$ cat src/rtl/sync_fifo_byte_packer_if.sv
// sync_fifo_byte_packer_if: byte-stream input, FIFO write port and status bundle of the byte packer
interface sync_fifo_byte_packer_if #(parameter int DW = 16);
  logic          clk7_en;
  logic          clr;
  logic [7:0]    in_dat;
  logic          in_vld;
  logic          in_rdy;
  logic          flush;
  logic [DW-1:0] fifo_in;
  logic          fifo_wr_en;
  logic          fifo_full;
  logic          busy;
  logic [7:0]    ovf_cnt;
  modport master (
    input  clk7_en, clr, in_dat, in_vld, flush, fifo_full,
    output in_rdy, fifo_in, fifo_wr_en, busy, ovf_cnt
  );
  modport slave (
    output clk7_en, clr, in_dat, in_vld, flush, fifo_full,
    input  in_rdy, fifo_in, fifo_wr_en, busy, ovf_cnt
  );
endinterface

$ cat src/rtl/sync_fifo_byte_packer.sv
// sync_fifo_byte_packer: big-endian byte-to-word packer feeding a FIFO write port; PACK_OVF_CNT_EN enables the dropped-byte counter
module sync_fifo_byte_packer #(
  parameter int         DW  = 16,
  parameter logic [7:0] PAD = 8'h00
) (
  input logic clk,
  input logic rst,
  sync_fifo_byte_packer_if.master bus
);
  localparam int NB = DW / 8;
  localparam int CW = $clog2(NB);
  localparam logic [CW-1:0] LAST = CW'(NB - 1);
  logic [DW-1:0] asm_q, asm_d, out_word_q, out_word_d, pad_word;
  logic [CW-1:0] bcnt_q, bcnt_d, bcnt_a;
  logic          out_vld_q, out_vld_d, flush_pend_q, flush_pend_d;
  logic          out_free, acc, do_flush;
  assign out_free       = !out_vld_q | !bus.fifo_full;
  assign bus.in_rdy     = !(flush_pend_q | (bcnt_q == LAST & !out_free));
  assign bus.fifo_in    = out_word_q;
  assign bus.fifo_wr_en = out_vld_q;
  assign bus.busy       = (bcnt_q != '0) | out_vld_q | flush_pend_q;
  assign acc            = bus.in_vld & bus.in_rdy;
  // next state: drain, accept a byte, then apply a requested or pending flush to the result
  always_comb begin
    asm_d        = asm_q;
    bcnt_a       = bcnt_q;
    out_word_d   = out_word_q;
    out_vld_d    = out_vld_q & bus.fifo_full;
    flush_pend_d = flush_pend_q;
    if (acc) begin
      asm_d[DW-1-8*int'(bcnt_q) -: 8] = bus.in_dat;
      bcnt_a = (bcnt_q == LAST) ? '0 : bcnt_q + 1'b1;
      if (bcnt_q == LAST) begin
        out_word_d = asm_d;
        out_vld_d  = 1'b1;
      end
    end
    for (int i = 0; i < NB; i++)
      pad_word[DW-1-8*i -: 8] = (i < int'(bcnt_a)) ? asm_d[DW-1-8*i -: 8] : PAD;
    do_flush = (bus.flush | flush_pend_q) & (bcnt_a != '0);
    bcnt_d   = bcnt_a;
    if (do_flush & out_free) begin
      out_word_d   = pad_word;
      out_vld_d    = 1'b1;
      bcnt_d       = '0;
      flush_pend_d = 1'b0;
    end else if (do_flush) begin
      flush_pend_d = 1'b1;
    end
  end
  // state registers advance only on enabled edges; clr overrides everything else
  always_ff @(posedge clk or posedge rst) begin
    if (rst) begin
      asm_q        <= '0;
      bcnt_q       <= '0;
      out_word_q   <= '0;
      out_vld_q    <= 1'b0;
      flush_pend_q <= 1'b0;
    end else if (bus.clk7_en) begin
      if (bus.clr) begin
        bcnt_q       <= '0;
        out_vld_q    <= 1'b0;
        flush_pend_q <= 1'b0;
      end else begin
        asm_q        <= asm_d;
        bcnt_q       <= bcnt_d;
        out_word_q   <= out_word_d;
        out_vld_q    <= out_vld_d;
        flush_pend_q <= flush_pend_d;
      end
    end
  end
`ifdef PACK_OVF_CNT_EN
  logic [7:0] ovf_q, ovf_d;
  assign ovf_d       = (bus.in_vld & !bus.in_rdy & ovf_q != 8'hFF) ? ovf_q + 8'd1 : ovf_q;
  assign bus.ovf_cnt = ovf_q;
  // saturating count of bytes dropped while the packer could not take them
  always_ff @(posedge clk or posedge rst) begin
    if (rst) ovf_q <= '0;
    else if (bus.clk7_en) ovf_q <= bus.clr ? 8'h00 : ovf_d;
  end
`else
  assign bus.ovf_cnt = 8'h00;
`endif
endmodule

$ cat src/flat_wrapper.sv
// flat-port wrapper written by rule: the top's interface ports become plain ports
module sync_fifo_byte_packer_flat 
#(
  parameter int         DW  = 16,
  parameter logic [7:0] PAD = 8'h00
)
  (clk, rst, bus_clk7_en, bus_clr, bus_in_dat, bus_in_vld, bus_flush, bus_fifo_full, bus_in_rdy, bus_fifo_in, bus_fifo_wr_en, bus_busy, bus_ovf_cnt);
  sync_fifo_byte_packer_if #(.DW(DW)) bus_i ();
  input logic clk;
  input logic rst;
  input wire logic [$bits(bus_i.clk7_en)-1:0] bus_clk7_en;
  input wire logic [$bits(bus_i.clr)-1:0] bus_clr;
  input wire logic [$bits(bus_i.in_dat)-1:0] bus_in_dat;
  input wire logic [$bits(bus_i.in_vld)-1:0] bus_in_vld;
  input wire logic [$bits(bus_i.flush)-1:0] bus_flush;
  input wire logic [$bits(bus_i.fifo_full)-1:0] bus_fifo_full;
  output wire logic [$bits(bus_i.in_rdy)-1:0] bus_in_rdy;
  output wire logic [$bits(bus_i.fifo_in)-1:0] bus_fifo_in;
  output wire logic [$bits(bus_i.fifo_wr_en)-1:0] bus_fifo_wr_en;
  output wire logic [$bits(bus_i.busy)-1:0] bus_busy;
  output wire logic [$bits(bus_i.ovf_cnt)-1:0] bus_ovf_cnt;
  assign bus_i.clk7_en = bus_clk7_en;
  assign bus_i.clr = bus_clr;
  assign bus_i.in_dat = bus_in_dat;
  assign bus_i.in_vld = bus_in_vld;
  assign bus_i.flush = bus_flush;
  assign bus_i.fifo_full = bus_fifo_full;
  assign bus_in_rdy = bus_i.in_rdy;
  assign bus_fifo_in = bus_i.fifo_in;
  assign bus_fifo_wr_en = bus_i.fifo_wr_en;
  assign bus_busy = bus_i.busy;
  assign bus_ovf_cnt = bus_i.ovf_cnt;
  sync_fifo_byte_packer #(.DW(DW), .PAD(PAD)) u_core (.clk(clk), .rst(rst), .bus(bus_i));
endmodule
$ cat config.mk
export PLATFORM = sky130hd
export DESIGN_NAME = sync_fifo_byte_packer_flat
export DESIGN_NICKNAME = d
export VERILOG_FILES = /design/src/rtl/sync_fifo_byte_packer_if.sv /design/src/rtl/sync_fifo_byte_packer.sv /design/src/flat_wrapper.sv
export SDC_FILE = /design/constraint.sdc
export NUM_CORES = 1
export LEC_CHECK = 0
export BUFFER_PORTS_ARGS = -buffer_cell sky130_fd_sc_hd__buf_2
export CORE_UTILIZATION = 30
export CTS_BUF_LIST = sky130_fd_sc_hd__clkbuf_16
export DETAILED_ROUTE_END_ITERATION = 8
export PLACE_DENSITY = 0.47
export SETUP_SLACK_MARGIN = 0.3
export SLEW_MARGIN = 40
export SYNTH_ARGS = -nofsm -noshare
export SYNTH_HDL_FRONTEND = slang
export SYNTH_SLANG_ARGS = --single-unit
$ cat constraint.sdc
create_clock -name clk -period 3.4 [get_ports clk]
set_input_delay 0.17 -clock clk [delete_from_list [all_inputs] [get_ports clk]]
set_output_delay 0.17 -clock clk [all_outputs]
set_load 0.01 [all_outputs]
**Yosys cells after proc, flatten, opt, wreduce, memory -nomap -nowiden**

Index checks and enable logic that the tools add are counted.

- Output and inout port bits: 27
- Input bits: 15
- Logic and storage cells: 51
- Flip-flop bits (word level): 35

- Order comparisons: 1
- Reduce and logical (&&, ||, !) cells: 11
- Bitwise logic cells: 11
- Multiplexer cells: 17
- Add/subtract/negate cells: 3
- Shifts and indexed selects: 2

Operator list:

| cell | number |
|---|---|
| $mux W16 | 4 |
| $neg A32 Y33 | 1 |
| $shift A8 B33 Y23 const A | 1 |
| $shiftx A8 B33 Y23 | 1 |
| $bwmux W16 | 1 |
| $mux W1 | 11 |
| $mux W8 | 1 |
| $and A1 B1 Y1 | 5 |
| $or A1 B1 Y1 | 5 |
| $sub A4 B4 Y5 const A | 1 |
| $logic_not A1 Y1 | 4 |
| $reduce_and A2 Y1 | 2 |
| $reduce_and A4 Y1 | 1 |
| $reduce_bool A2 Y1 | 2 |
| $reduce_and A3 Y1 | 1 |
| $reduce_bool A3 Y1 | 1 |
| $add A1 B1 Y1 const B | 1 |
| $lt A1 B1 Y1 const A | 1 |
| $not A1 Y1 | 1 |

**Longest topological paths before layout**

Gate-level depths: netlist (run 1).

- Depth in word-level cells: 12
- Gate-level depth with buffers: 5
- Mapped depth without buffers: 4

**Worst setup path before layout (run 1)**

Ideal clock, no wire load.

- Kind: register -> register
- Start: register u_core.flush_pend_q
- End: register u_core.out_word_q[8] (netlist: u_core.bus.fifo_in[8])
- Path slack: 1769 ps
- Path buffers: 1
- Period minus slack after synthesis: 1631 ps
- Data required time: 3273 ps
- Data arrival time: 1504 ps
- Stages on the path, launching flop included: 6
- Cell sequence: dfrtp_1 -> nor2b_2 -> o21ai_2 -> a221oi_4 -> buf_6 -> mux2_1

- Cells in the longest elaborated chain, start to end: 8
- Elaborated cells between the ends (all ways): 14
- Those cells by class: 1 x order compare; 4 x mux; 5 x bitwise; 4 x reduce/logical

RTL lines:

| what | line | source |
|---|---|---|
| from (decl) | sync_fifo_byte_packer.sv:15 | `logic out_vld_q, out_vld_d, flush_pend_q, flush_pend_d;` |
| from (signal assigned) | sync_fifo_byte_packer.sv:69 | `flush_pend_q <= flush_pend_d;` |
| $or A1 B1 Y1 | sync_fifo_byte_packer.sv:18 | `assign bus.in_rdy = !(flush_pend_q \| (bcnt_q == LAST & !out_free));` |
| $logic_not A1 Y1 | sync_fifo_byte_packer.sv:18 |  |
| $and A1 B1 Y1 | sync_fifo_byte_packer.sv:22 | `assign acc = bus.in_vld & bus.in_rdy;` |
| $mux W1 | sync_fifo_byte_packer.sv:30 | `if (acc) begin` |
| $and A1 B1 Y1 | sync_fifo_byte_packer.sv:40 | `do_flush = (bus.flush \| flush_pend_q) & (bcnt_a != '0);` |
| $and A1 B1 Y1 | sync_fifo_byte_packer.sv:42 | `if (do_flush & out_free) begin` |
| $reduce_bool A2 Y1 (no source line) | - |  |
| $reduce_and A4 Y1 (no source line) | - |  |
| to (signal assigned) | sync_fifo_byte_packer.sv:67 | `out_word_q <= out_word_d;` |
| to (decl) | sync_fifo_byte_packer.sv:13 | `logic [DW-1:0] asm_q, asm_d, out_word_q, out_word_d, pad_word;` |

Parallel ways exist; a longest one is shown, timed or not.
A chain may end at the register's enable or synchronous reset.

**Worst setup path in the final report (run 1)**

- Start: register u_core.bcnt_q
- End: register u_core.out_word_q[15] (netlist: u_core.bus.fifo_in[15])

- Cells in the longest elaborated chain, start to end: 9
- Elaborated cells between the ends (all ways): 23
- Those cells by class: 3 x add/sub; 1 x order compare; 2 x shift; 8 x mux; 5 x bitwise; 4 x reduce/logical

RTL lines:

| what | line | source |
|---|---|---|
| from (decl) | sync_fifo_byte_packer.sv:14 | `logic [CW-1:0] bcnt_q, bcnt_d, bcnt_a;` |
| from (signal assigned) | sync_fifo_byte_packer.sv:66 | `bcnt_q <= bcnt_d;` |
| branches (longest 9 deep; another with $neg A32 Y33) | - |  |

Several ways; the timed one is not identified. The select of a mux whose other input is x is not followed.

==> results of run 1 <==
[metal layers]
metal | global-route usage [%] | vias up
met2 | 21.6 | 26
met3 | 5.35 | 4
met1 | 15.3 | 531
met4 | 5.77 | 0
met5 | 0 | -
li1 | - | 504
[report_power, final]
group	total (mW)	switching [mW]	internal [mW]
clock	0.411	0.148	0.262
combinational	0.448	0.203	0.245
sequential	0.626	0.0996	0.527
[registers in the layout, indices dropped and copies added, names as in the netlist]
register / flops
u_core.bus.fifo_wr_en: 1
u_core.flush_pend_q: 1
u_core.bus.fifo_in: 16
u_core.asm_q: 12
u_core.bcnt_q: 1
[cell families (layout without fill, tap and decap cells)]
group                  Yosys count  after routing  share of synthesized area, %
AO/OA/AOI/OAI                   15             15                          8.35
buffers and inverters           24             56                          8.60
flip-flops                      31             31                          50.3
multiplexers                    37             37                          26.6
other                            1              8                         0.243
AND/OR/NAND/NOR                 17             17                          5.92
[final cells by class]
cell class / count / area (µm²)
clock buffers: 5 / 125
clock inverters: 3 / 11.3
fillers: 478 / 2960
inverters: 12 / 45.0
multi-input cells: 77 / 661
flip-flops and latches: 31 / 777
well taps: 67 / 83.8
repair buffers: 36 / 188
[worst min path at each step]
stage / endpoint
floorplan: u_core.asm_q[10]$_DFFE_PP0P_
global placement: u_core.bus.fifo_in[0]$_DFFE_PP0P_
detailed placement: u_core.bus.fifo_in[8]$_DFFE_PP0P_
CTS: u_core.bus.fifo_in[4]$_DFFE_PP0P_
global route: u_core.bus.fifo_in[4]$_DFFE_PP0P_
finish: u_core.bus.fifo_in[1]$_DFFE_PP0P_
[cell usage in the layout (no fill, tap or decap), drive strengths merged, types with 3 or more instances in the layout]
cell type  Yosys  routed
o2bb2ai        4       4
conb           1       8
buf           11      36
dfrtp         31      31
nand3          6       6
clkbuf         1       5
mux2i          5       5
nand2          3       3
mux2          32      32
inv           12      13
==> reports/qor.yml, run 1 <==
floorplan:
  fp.dieH_um: 73.7
  dieWidth_um: 73.7
  die-area_um2: 5430
  pin_count: 42
  start_util_pct: 31.8
  coreArea_um2: 4850
  rows: 25
synth:
  synth_edf_count: 0
  synth_common_cells: "dfrtp_1, mux2_2, inv_1, buf_4, nand3_1"
  synth_ff_type: "dfrtp_1"
  yosys.area.top_type: "dfrtp_1"
  synth-seq-cells: 31
  synth_cells: 125
  synth-async-reset-ratio_pct: 100
  syn_avg_cell_area_um2: 12.3
  yosys_warnings: 0
  netlist_area_um2: 1540
  synth_top_area_share_pct: 50.3
  synth_cell_types: 28
  synthTopCellsByArea: "dfrtp_1, mux2_2, buf_4"
  yosysMostFrequentCell: "dfrtp_1"
  seq_area_frac_synth_pct: 50.3
clocking:
  cts_buffer_depth: 2
  cts_buffers: 5
  h-tree-depth: 2
  clkSinkCount: 31
  cts_tree: "built"
  post_cts_resized: 0
  holdBufCountCts: 0
  insertion_delay_ns: 0.27
  cts.clk_slew.worst_paths_ns: 0.05
  post-cts-setup-buffers: 0
  root_buffer: "clkbuf_16"
detailed_routing:
  wl_met3_um: 114
  detail_route.wl_per_cell_um: 13.2
  vias: 1065
  viasPerCell: 4.61
  top_layer_used: "met4"
  met1Wirelength_mm: 1.46
  dr.pass1.iters: 4
  drtIter0Drc: 22
  wl_mm: 3.06
  drcViolationCount: 0
  antenna_left: 0
  wl_met2_mm: 1.45
grt:
  grt_pass1_vias: 1113
  grt_pass1_wl_mm: 5.18
  antenna_found_initial: 0
  grt_max_degree: 31
  overflow: 0
  grt_usage_pct: 13.3
layout:
  final_area_um2: 1890
  n_antenna_cell: 0
  fin_util_pct: 39.0
  layout-drive-gt1-share_pct: 47.0
  fin_nets: 178
  area_growth_syn_to_layout_pct: 22.5
  stdcell_count: 231
flow_run:
  cap_violations: 0
critical_path:
  cp_slowest_stage_delay_ns: 0.69
  crit_type: "reg2reg"
  r2r_cells: 3
  crit_required_ns: 3.55
  worstSetupEndpointType: "register"
  cp-startpoint: "u_core.bcnt_q$_DFFE_PP0P_"
  rrSetupSlack_ns: 1.29
  cp_top_family: "compound AO/OA/AOI/OAI gates"
  crit_path_cell_trace: "o21ai_1, a221oi_4, mux2_2"
  worst_r2r_endpoint: "u_core.bus.fifo_in[15]$_DFFE_PP0P_"
  critPathLaunchType: "register"
  cp_num_buf_inv: 0
  crit_arrival_ns: 2.27
  r2r_start: "u_core.bcnt_q$_DFFE_PP0P_"
  slowest_stage: "a221oi_4"
  path_depth: 3
  worstSetupEndpoint: "u_core.bus.fifo_in[15]$_DFFE_PP0P_"
  worstPathMaxFanout: 23
placed_design:
  dpl-instance-area_um2: 1750
  dpl.hpwl_mm: 2.12
  port_buffers: 33
  place_ws_ns: 0.955
  post-place-cells: 223
  gp_congestion: 0.677
sta:
  skew_ns: 0.00496
  setup_violations: 0
  max_freq_mhz: 473
  finalCritPeriodShare_pct: 62.1
  fin_hold_ws_ns: -0.0222
  finalHoldViolations: 29
  final.setup.tns_ns: 0
  postLayoutSetupSlackWorst_ns: 1.29
  finalCriticalPeriod_ns: 2.11
  rsz0062_at_grt: "false"
  worst_pin_slew_ns: 0.748
  relSlewSlack_pct: 50.2
  drv_slew: 0
pwr:
  ir_worst_vdd_uv: 313
  power_mw: 1.49
  p_per_area_nw_per_um2: 786
  power.leakage_nw: 0.886
run_status:
  outcome: "finished, violations left"
  violations: "hold timing"
min_path:
  hold_path_class: "in2async"
No activity file was read; power rests on OpenSTA's default activity.
==> run 2: changes to the inputs <==
==> constraint.sdc (replaced) <==
create_clock -name clk -period 2.2 [get_ports clk]
set_input_delay 0.11 -clock clk [delete_from_list [all_inputs] [get_ports clk]]
set_output_delay 0.11 -clock clk [all_outputs]
set_load 0.01 [all_outputs]
==> reports/qor.yml, run 2 (synthesized netlist as in run 1, its figures left out) <==
run_status:
  outcome: "complete, no violations"  # was finished, violations left
layout:
  fin_util_pct: 39.3  # was 39.0%
  layout-drive-gt1-share_pct: 46.7  # was 47.0%
  area_growth_syn_to_layout_pct: 23.6  # was 22.5%
  final_cell_mix: "buf_2, dfrtp_1, mux2_2"  # was buf_2, mux2_2, dfrtp_1
  fin_nets: 181  # was 178
  stdcell_count: 232  # was 231
  n_fill_cell: 483  # was 478
  n_antenna_cell: 0  # unchanged
  final_common_cell: "buf_2"  # unchanged
  largest_reg_flops: 16  # unchanged
sta:
  finalCriticalPeriod_ns: 1.67  # was 2.11 ns
  setup_violations: 0  # unchanged
  drv_slew: 0  # unchanged
  finalHoldViolations: 0  # was 29
  finalCritPeriodShare_pct: 75.7  # was 62.1%
  skew_ns: 0.00238  # was 0.00496 ns
  max_freq_mhz: 600  # was 473 MHz
  final.setup.tns_ns: 0  # unchanged
  rsz0062_at_grt: "false"  # unchanged
critical_path:
  cp_slowest_stage_delay_ns: 0.44  # was 0.69 ns
  cp_top_family: "flip-flops"  # was compound AO/OA/AOI/OAI gates
  critPathLaunchType: "register"  # unchanged
  worstSetupEndpointType: "register"  # unchanged
  r2r_start: "u_core.flush_pend_q$_DFFE_PP0P_"  # was u_core.bcnt_q$_DFFE_PP0P_
  worstPathMaxFanout: 16  # was 23
  cp_num_buf_inv: 1  # was 0
  rrSetupSlack_ns: 0.53  # was 1.29 ns
  crit_path_cell_trace: "nor2b_2, o21ai_2, a221oi_4, buf_4, mux2_2"  # was o21ai_1, a221oi_4, mux2_2
  worst_r2r_endpoint: "u_core.bus.fifo_in[13]$_DFFE_PP0P_"  # was u_core.bus.fifo_in[15]$_DFFE_PP0P_
  crit_type: "reg2reg"  # unchanged
  r2r_cells: 5  # was 3
  crit_arrival_ns: 1.81  # was 2.27 ns
  slowest_stage: "dfrtp_1"  # was a221oi_4
  crit_required_ns: 2.35  # was 3.55 ns
detailed_routing:
  dr.pass1.iters: 4  # unchanged
  wl_mm: 2.97  # was 3.06 mm
  vias: 1063  # was 1,065
  viasPerCell: 4.58  # was 4.61
  drtIter0Drc: 75  # was 22
  detail_route.wl_per_cell_um: 12.8  # was 13.2 µm
  antenna_left: 0  # unchanged
  drcViolationCount: 0  # unchanged
clocking:
  insertion_delay_ns: 0.27  # about the same
  post_cts_resized: 0  # unchanged
  cts_buffers: 5  # unchanged
  cts.clk_slew.worst_paths_ns: 0.05  # about the same
  h-tree-depth: 2  # unchanged
  cts_tree: "built"  # unchanged
  root_buffer: "clkbuf_16"  # unchanged
  cts_buffer_depth: 2  # unchanged
  clkSinkCount: 31  # unchanged
floorplan:
  dieWidth_um: 73.7  # unchanged
  fp.dieH_um: 73.7  # unchanged
  rows: 25  # unchanged
  start_util_pct: 31.8  # unchanged
  die-area_um2: 5430  # unchanged
  pin_count: 42  # unchanged
  coreArea_um2: 4850  # unchanged
min_path:
  whs_path_depth: 2
  whs_endpoint: "u_core.bus.fifo_in[0]$_DFFE_PP0P_"
  hold_path_class: "in2reg"  # was in2async
  hp-start: "bus_in_dat[0]"
pwr:
  seq_power_share_pct: 41.4  # was 42.2%
  combPwrFrac_pct: 32.0  # was 30.2%
  power.internal_mw: 1.60  # was 1.03 mW
  ir_worst_vdd_uv: 418  # was 313 µV
  p_per_area_nw_per_um2: 1190  # was 786 nW/µm²
  power.leakage_nw: 0.900  # was 0.886 nW
  switchingPower_uw: 678  # was 451 µW
  clockPowerShare_pct: 26.7  # was 27.7%
  switching_share_pct: 29.8  # was 30.4%
grt:
  grt_max_degree: 32  # was 31
  grt_usage_pct: 12.9  # was 13.3%
  antenna_found_initial: 0  # unchanged
  grt_pass1_wl_mm: 5.11  # was 5.18 mm
  overflow: 0  # unchanged
  grt_pass1_vias: 1086  # was 1,113
placed_design:
  post-place-cells: 225  # was 223
  dpl.hpwl_mm: 2.17  # was 2.12 mm
  port_buffers: 33  # unchanged
  gp_congestion: 0.757  # was 0.677
flow_run:
  cap_violations: 0  # unchanged
[run 2: power by group through the flow]
stage	clock network (mW)	logic, mW	registers (mW)
3_3_place_gp	0	0.727	0.937
2_1_floorplan	0	0.433	0.998
6_report	0.607	0.729	0.942
3_5_place_dp	0	0.739	0.955
5_1_grt	0.658	0.811	0.979
4_1_cts	0.630	0.745	0.947
[run 2: per-stage QoR]
| stage | cell area [µm²] | setup slack [ns] | power (mW) | hold WS, ns |
|---|---|---|---|---|
| detailed placement | 1770 | 0.518 | 1.69 | 0.215 |
| floorplan | 1570 | 0.569 | 1.43 | 0.214 |
| global route | 1910 | 0.415 | 2.45 | 0.0799 |
| CTS | 1910 | 0.509 | 2.32 | 0.0718 |
| global placement | 1770 | 0.535 | 1.66 | 0.206 |
| finish | 1910 | 0.534 | 2.28 | 0.0752 |
[run 2: worst max-delay path by stage]
stage | startpoint | end | slack [ns] | cells after the start
detailed placement | u_core.flush_pend_q$_DFFE_PP0P_ | u_core.bus.fifo_in[11]$_DFFE_PP0P_ | 0.52 | 5
CTS | u_core.flush_pend_q$_DFFE_PP0P_ | u_core.bus.fifo_in[11]$_DFFE_PP0P_ | 0.51 | 5
floorplan | u_core.flush_pend_q$_DFFE_PP0P_ | u_core.bus.fifo_in[8]$_DFFE_PP0P_ | 0.57 | 5
finish | u_core.flush_pend_q$_DFFE_PP0P_ | u_core.bus.fifo_in[13]$_DFFE_PP0P_ | 0.53 | 5
global route | u_core.flush_pend_q$_DFFE_PP0P_ | u_core.bus.fifo_in[14]$_DFFE_PP0P_ | 0.41 | 5
global placement | u_core.bcnt_q$_DFFE_PP0P_ | u_core.asm_q[1]$_DFFE_PP0P_ | 0.53 | 5
[run 2: layout make-up]
class                   instances  area, µm²  share of cell area, %
flip-flops and latches         31        776                   40.7
clock buffers                   5        125                   6.56
repair buffers                 39        213                   11.2
multi-input cells              77        661                   34.6
well taps                      67       83.8                   4.40
inverters                      12       45.0                   2.36
clock inverters                 1       3.75                  0.197
[run 2: worst register-to-register path: stages, from the launching register on]
cell and delay (ns):
dfrtp_1 0.44, nor2b_2 0.14, o21ai_2 0.08, a221oi_4 0.24, buf_4 0.28, mux2_2 0.37
[run 2: per-layer routing]
metal | track usage, % | up-vias | wire length [µm]
met5 | 0 | - | 0
met4 | 6.62 | 0 | 44
met3 | 3.98 | 5 | 182
met2 | 19.8 | 37 | 1420
met1 | 16.3 | 515 | 1330
li1 | - | 506 | -
[run 2: what timing repair did]
| item | in CTS | in global routing |
|---|---|---|
| endpoints found under the hold margin | 31 | 0 |
| buffers inserted | 0 | 0 |
| hold buffers | 1 | 0 |
==> run 3: changes to the inputs <==
--- a/config.mk
+++ b/config.mk
@@ -9,7 +9,7 @@
 export CORE_UTILIZATION = 30
 export CTS_BUF_LIST = sky130_fd_sc_hd__clkbuf_16
 export DETAILED_ROUTE_END_ITERATION = 8
-export PLACE_DENSITY = 0.47
+export PLACE_DENSITY = 0.48
 export SETUP_SLACK_MARGIN = 0.3
 export SLEW_MARGIN = 40
 export SYNTH_ARGS = -nofsm -noshare
==> constraint.sdc (replaced) <==
create_clock -name clk -period 1.5 [get_ports clk]
set_input_delay 0.075 -clock clk [delete_from_list [all_inputs] [get_ports clk]]
set_output_delay 0.075 -clock clk [all_outputs]
set_load 0.01 [all_outputs]
==> reports/qor.yml, run 3 (synthesized netlist as in run 1, its figures left out) <==
run_status:
  outcome: "finished, violations left"  # was complete, no violations
  violations: "setup timing"
clocking:
  root_buffer: "clkbuf_16"  # unchanged
  clkSinkCount: 31  # unchanged
  h-tree-depth: 2  # unchanged
  cts_buffers: 5  # unchanged
  insertion_delay_ns: 0.27  # about the same
  cts_tree: "built"  # unchanged
  cts.clk_slew.worst_paths_ns: 0.05  # about the same
  cts_buffer_depth: 2  # unchanged
detailed_routing:
  drtIter0Drc: 63  # was 75
  drcViolationCount: 0  # unchanged
  antenna_left: 0  # unchanged
  dr.pass1.iters: 4  # unchanged
  detail_route.wl_per_cell_um: 13.4  # was 12.8 µm
  wl_mm: 3.37  # was 2.97 mm
  viasPerCell: 4.49  # was 4.58
  vias: 1126  # was 1,063
grt:
  overflow: 0  # unchanged
  grt_max_degree: 32  # unchanged
  antenna_found_initial: 0  # unchanged
  grt_pass1_vias: 1125  # was 1,086
  grt_pass1_wl_mm: 5.60  # was 5.11 mm
  grt_usage_pct: 14.3  # was 12.9%
min_path:
  hold_path_class: "in2reg"  # unchanged
  whs_path_depth: 2  # unchanged
  whs_endpoint: "u_core.bus.fifo_in[0]$_DFFE_PP0P_"  # unchanged
  hp-start: "bus_in_dat[0]"  # unchanged
layout:
  area_growth_syn_to_layout_pct: 45.8  # was 23.6%
  largest_reg_flops: 16  # unchanged
  stdcell_count: 251  # was 232
  final_area_um2: 2250  # was 1910 µm²
  n_fill_cell: 461  # was 483
  final_common_cell: "buf_2"  # unchanged
  fin_nets: 199  # was 181
  n_antenna_cell: 0  # unchanged
  fin_util_pct: 46.4  # was 39.3%
  layout-drive-gt1-share_pct: 57.6  # was 46.7%
  final_cell_mix: "buf_2, dfrtp_1, mux2_4"  # was buf_2, dfrtp_1, mux2_2
pwr:
  switching_share_pct: 30.0  # was 29.8%
  seq_power_share_pct: 37.1  # was 41.4%
  power.internal_mw: 2.63  # was 1.60 mW
  clockPowerShare_pct: 24.7  # was 26.7%
  ir_worst_vdd_uv: 616  # was 418 µV
  p_per_area_nw_per_um2: 1670  # was 1190 nW/µm²
  combPwrFrac_pct: 38.2  # was 32.0%
  power.leakage_nw: 1.08  # was 0.900 nW
  switchingPower_mw: 1.12  # was 678 µW
sta:
  postLayoutSetupSlackWorst_ns: -0.0365  # was 0.534 ns
  max_freq_mhz: 651  # was 600 MHz
  finalHoldViolations: 0  # unchanged
  finalCriticalPeriod_ns: 1.54  # was 1.67 ns
  drv_slew: 0  # unchanged
  finalCritPeriodShare_pct: 102  # was 75.7%
  rsz0062_at_grt: "true"  # was false
  skew_ns: 0.00598  # was 0.00238 ns
  setup_violations: 6  # was 0
placed_design:
  gp_congestion: 0.712  # was 0.757
  place_ws_ns: -0.0851  # was 0.518 ns
  dpl.hpwl_mm: 2.38  # was 2.17 mm
  post-place-cells: 234  # was 225
  dpl-instance-area_um2: 1920  # was 1770 µm²
  port_buffers: 33  # unchanged
floorplan:
  die-area_um2: 5430  # unchanged
  pin_count: 42  # unchanged
  rows: 25  # unchanged
  dieWidth_um: 73.7  # unchanged
  start_util_pct: 31.8  # unchanged
  fp.dieH_um: 73.7  # unchanged
  coreArea_um2: 4850  # unchanged
critical_path:
  worstPathMaxFanout: 12  # was 16
  cp_slowest_stage_delay_ns: 0.41  # was 0.44 ns
  worstSetupEndpointType: "register"  # unchanged
  crit_required_ns: 1.65  # was 2.35 ns
  cp_top_family: "flip-flops"  # unchanged
  rrSetupSlack_ns: -0.04  # was 0.53 ns
  crit_arrival_ns: 1.69  # was 1.81 ns
  critPathLaunchType: "register"  # unchanged
  slowest_stage: "dfrtp_1"  # unchanged
  crit_type: "reg2reg"  # unchanged
  crit_path_cell_trace: "nor2b_2, o21ai_2, a221oi_4, buf_12, mux2_2"  # was nor2b_2, o21ai_2, a221oi_4, buf_4, mux2_2
  r2r_start: "u_core.flush_pend_q$_DFFE_PP0P_"  # unchanged
  worst_r2r_endpoint: "u_core.bus.fifo_in[13]$_DFFE_PP0P_"  # unchanged
  cp_num_buf_inv: 1  # unchanged
  r2r_cells: 5  # unchanged
flow_run:
  cap_violations: 0  # unchanged
run 3: cell types whose count changed in the layout (fill, tap and decap cells not counted), moves of 6 or more:
cell,before,now
mux2_4,0,18
buf_6,0,12
mux2_2,30,14
buf_4,5,11
run 3: worst max path at each step:
stage,from,to,slack (ns),cells after the start
floorplan,u_core.flush_pend_q$_DFFE_PP0P_,u_core.bus.fifo_in[8]$_DFFE_PP0P_,-0.11,5
global placement,u_core.bcnt_q$_DFFE_PP0P_,u_core.asm_q[1]$_DFFE_PP0P_,-0.06,5
detailed placement,u_core.bcnt_q$_DFFE_PP0P_,u_core.asm_q[2]$_DFFE_PP0P_,-0.09,5
CTS,u_core.flush_pend_q$_DFFE_PP0P_,u_core.bus.fifo_in[11]$_DFFE_PP0P_,-0.04,5
global route,u_core.flush_pend_q$_DFFE_PP0P_,u_core.asm_q[9]$_DFFE_PP0P_,-0.11,5
finish,u_core.flush_pend_q$_DFFE_PP0P_,u_core.bus.fifo_in[13]$_DFFE_PP0P_,-0.04,5
run 3: area by class of cell:
cell class | count | area [µm²] | share of cell area [%]
multi-input cells | 77 | 802 | 35.7
flip-flops and latches | 31 | 777 | 34.5
clock buffers | 5 | 125 | 5.56
clock inverters | 2 | 8.76 | 0.389
inverters | 12 | 45.0 | 2.00
repair buffers | 57 | 408 | 18.1
well taps | 67 | 83.8 | 3.73
run 3: per-layer routing:
metal,part of all wire (%),wire [µm],GRT usage (%)
met1,46,1550,18.1
met2,48,1620,22.3
met3,4.1,138,4.53
met4,1.8,61,6.41
met5,0,0,0
run 3: what timing repair did:
action / in CTS / in global routing
pin swaps: 5 / 1
endpoints found under the hold margin: 31 / 0
cloned: 0 / 0
resized for setup: 16 / 10
hold buffers: 1 / 0
setup buffers: 8 / 1
setup endpoints to repair: 32 / 33
run 3: worst reg2reg max path: stages (launching register included):
cell and delay [ns]:
dfrtp_1 0.41, nor2b_2 0.13, o21ai_2 0.09, a221oi_4 0.26, buf_12 0.18, mux2_2 0.34
run 3: metrics by stage:
step                TNS, ns  hold WS [ns]  total power [mW]
floorplan            -0.216         0.178              2.22
global placement     -0.319         0.174              2.64
detailed placement   -0.550         0.182              2.67
CTS                  -0.205        0.0318              3.74
global route          -1.85        0.0465              4.01
finish              -0.0853        0.0340              3.76
run 3: power by group through the flow:
stage,Combinational (mW),Sequential [mW],Clock [mW]
finish,1.43,1.39,0.929
global route,1.56,1.45,1.00
CTS,1.38,1.40,0.958
detailed placement,1.27,1.40,0
global placement,1.25,1.39,0
floorplan,0.749,1.47,0
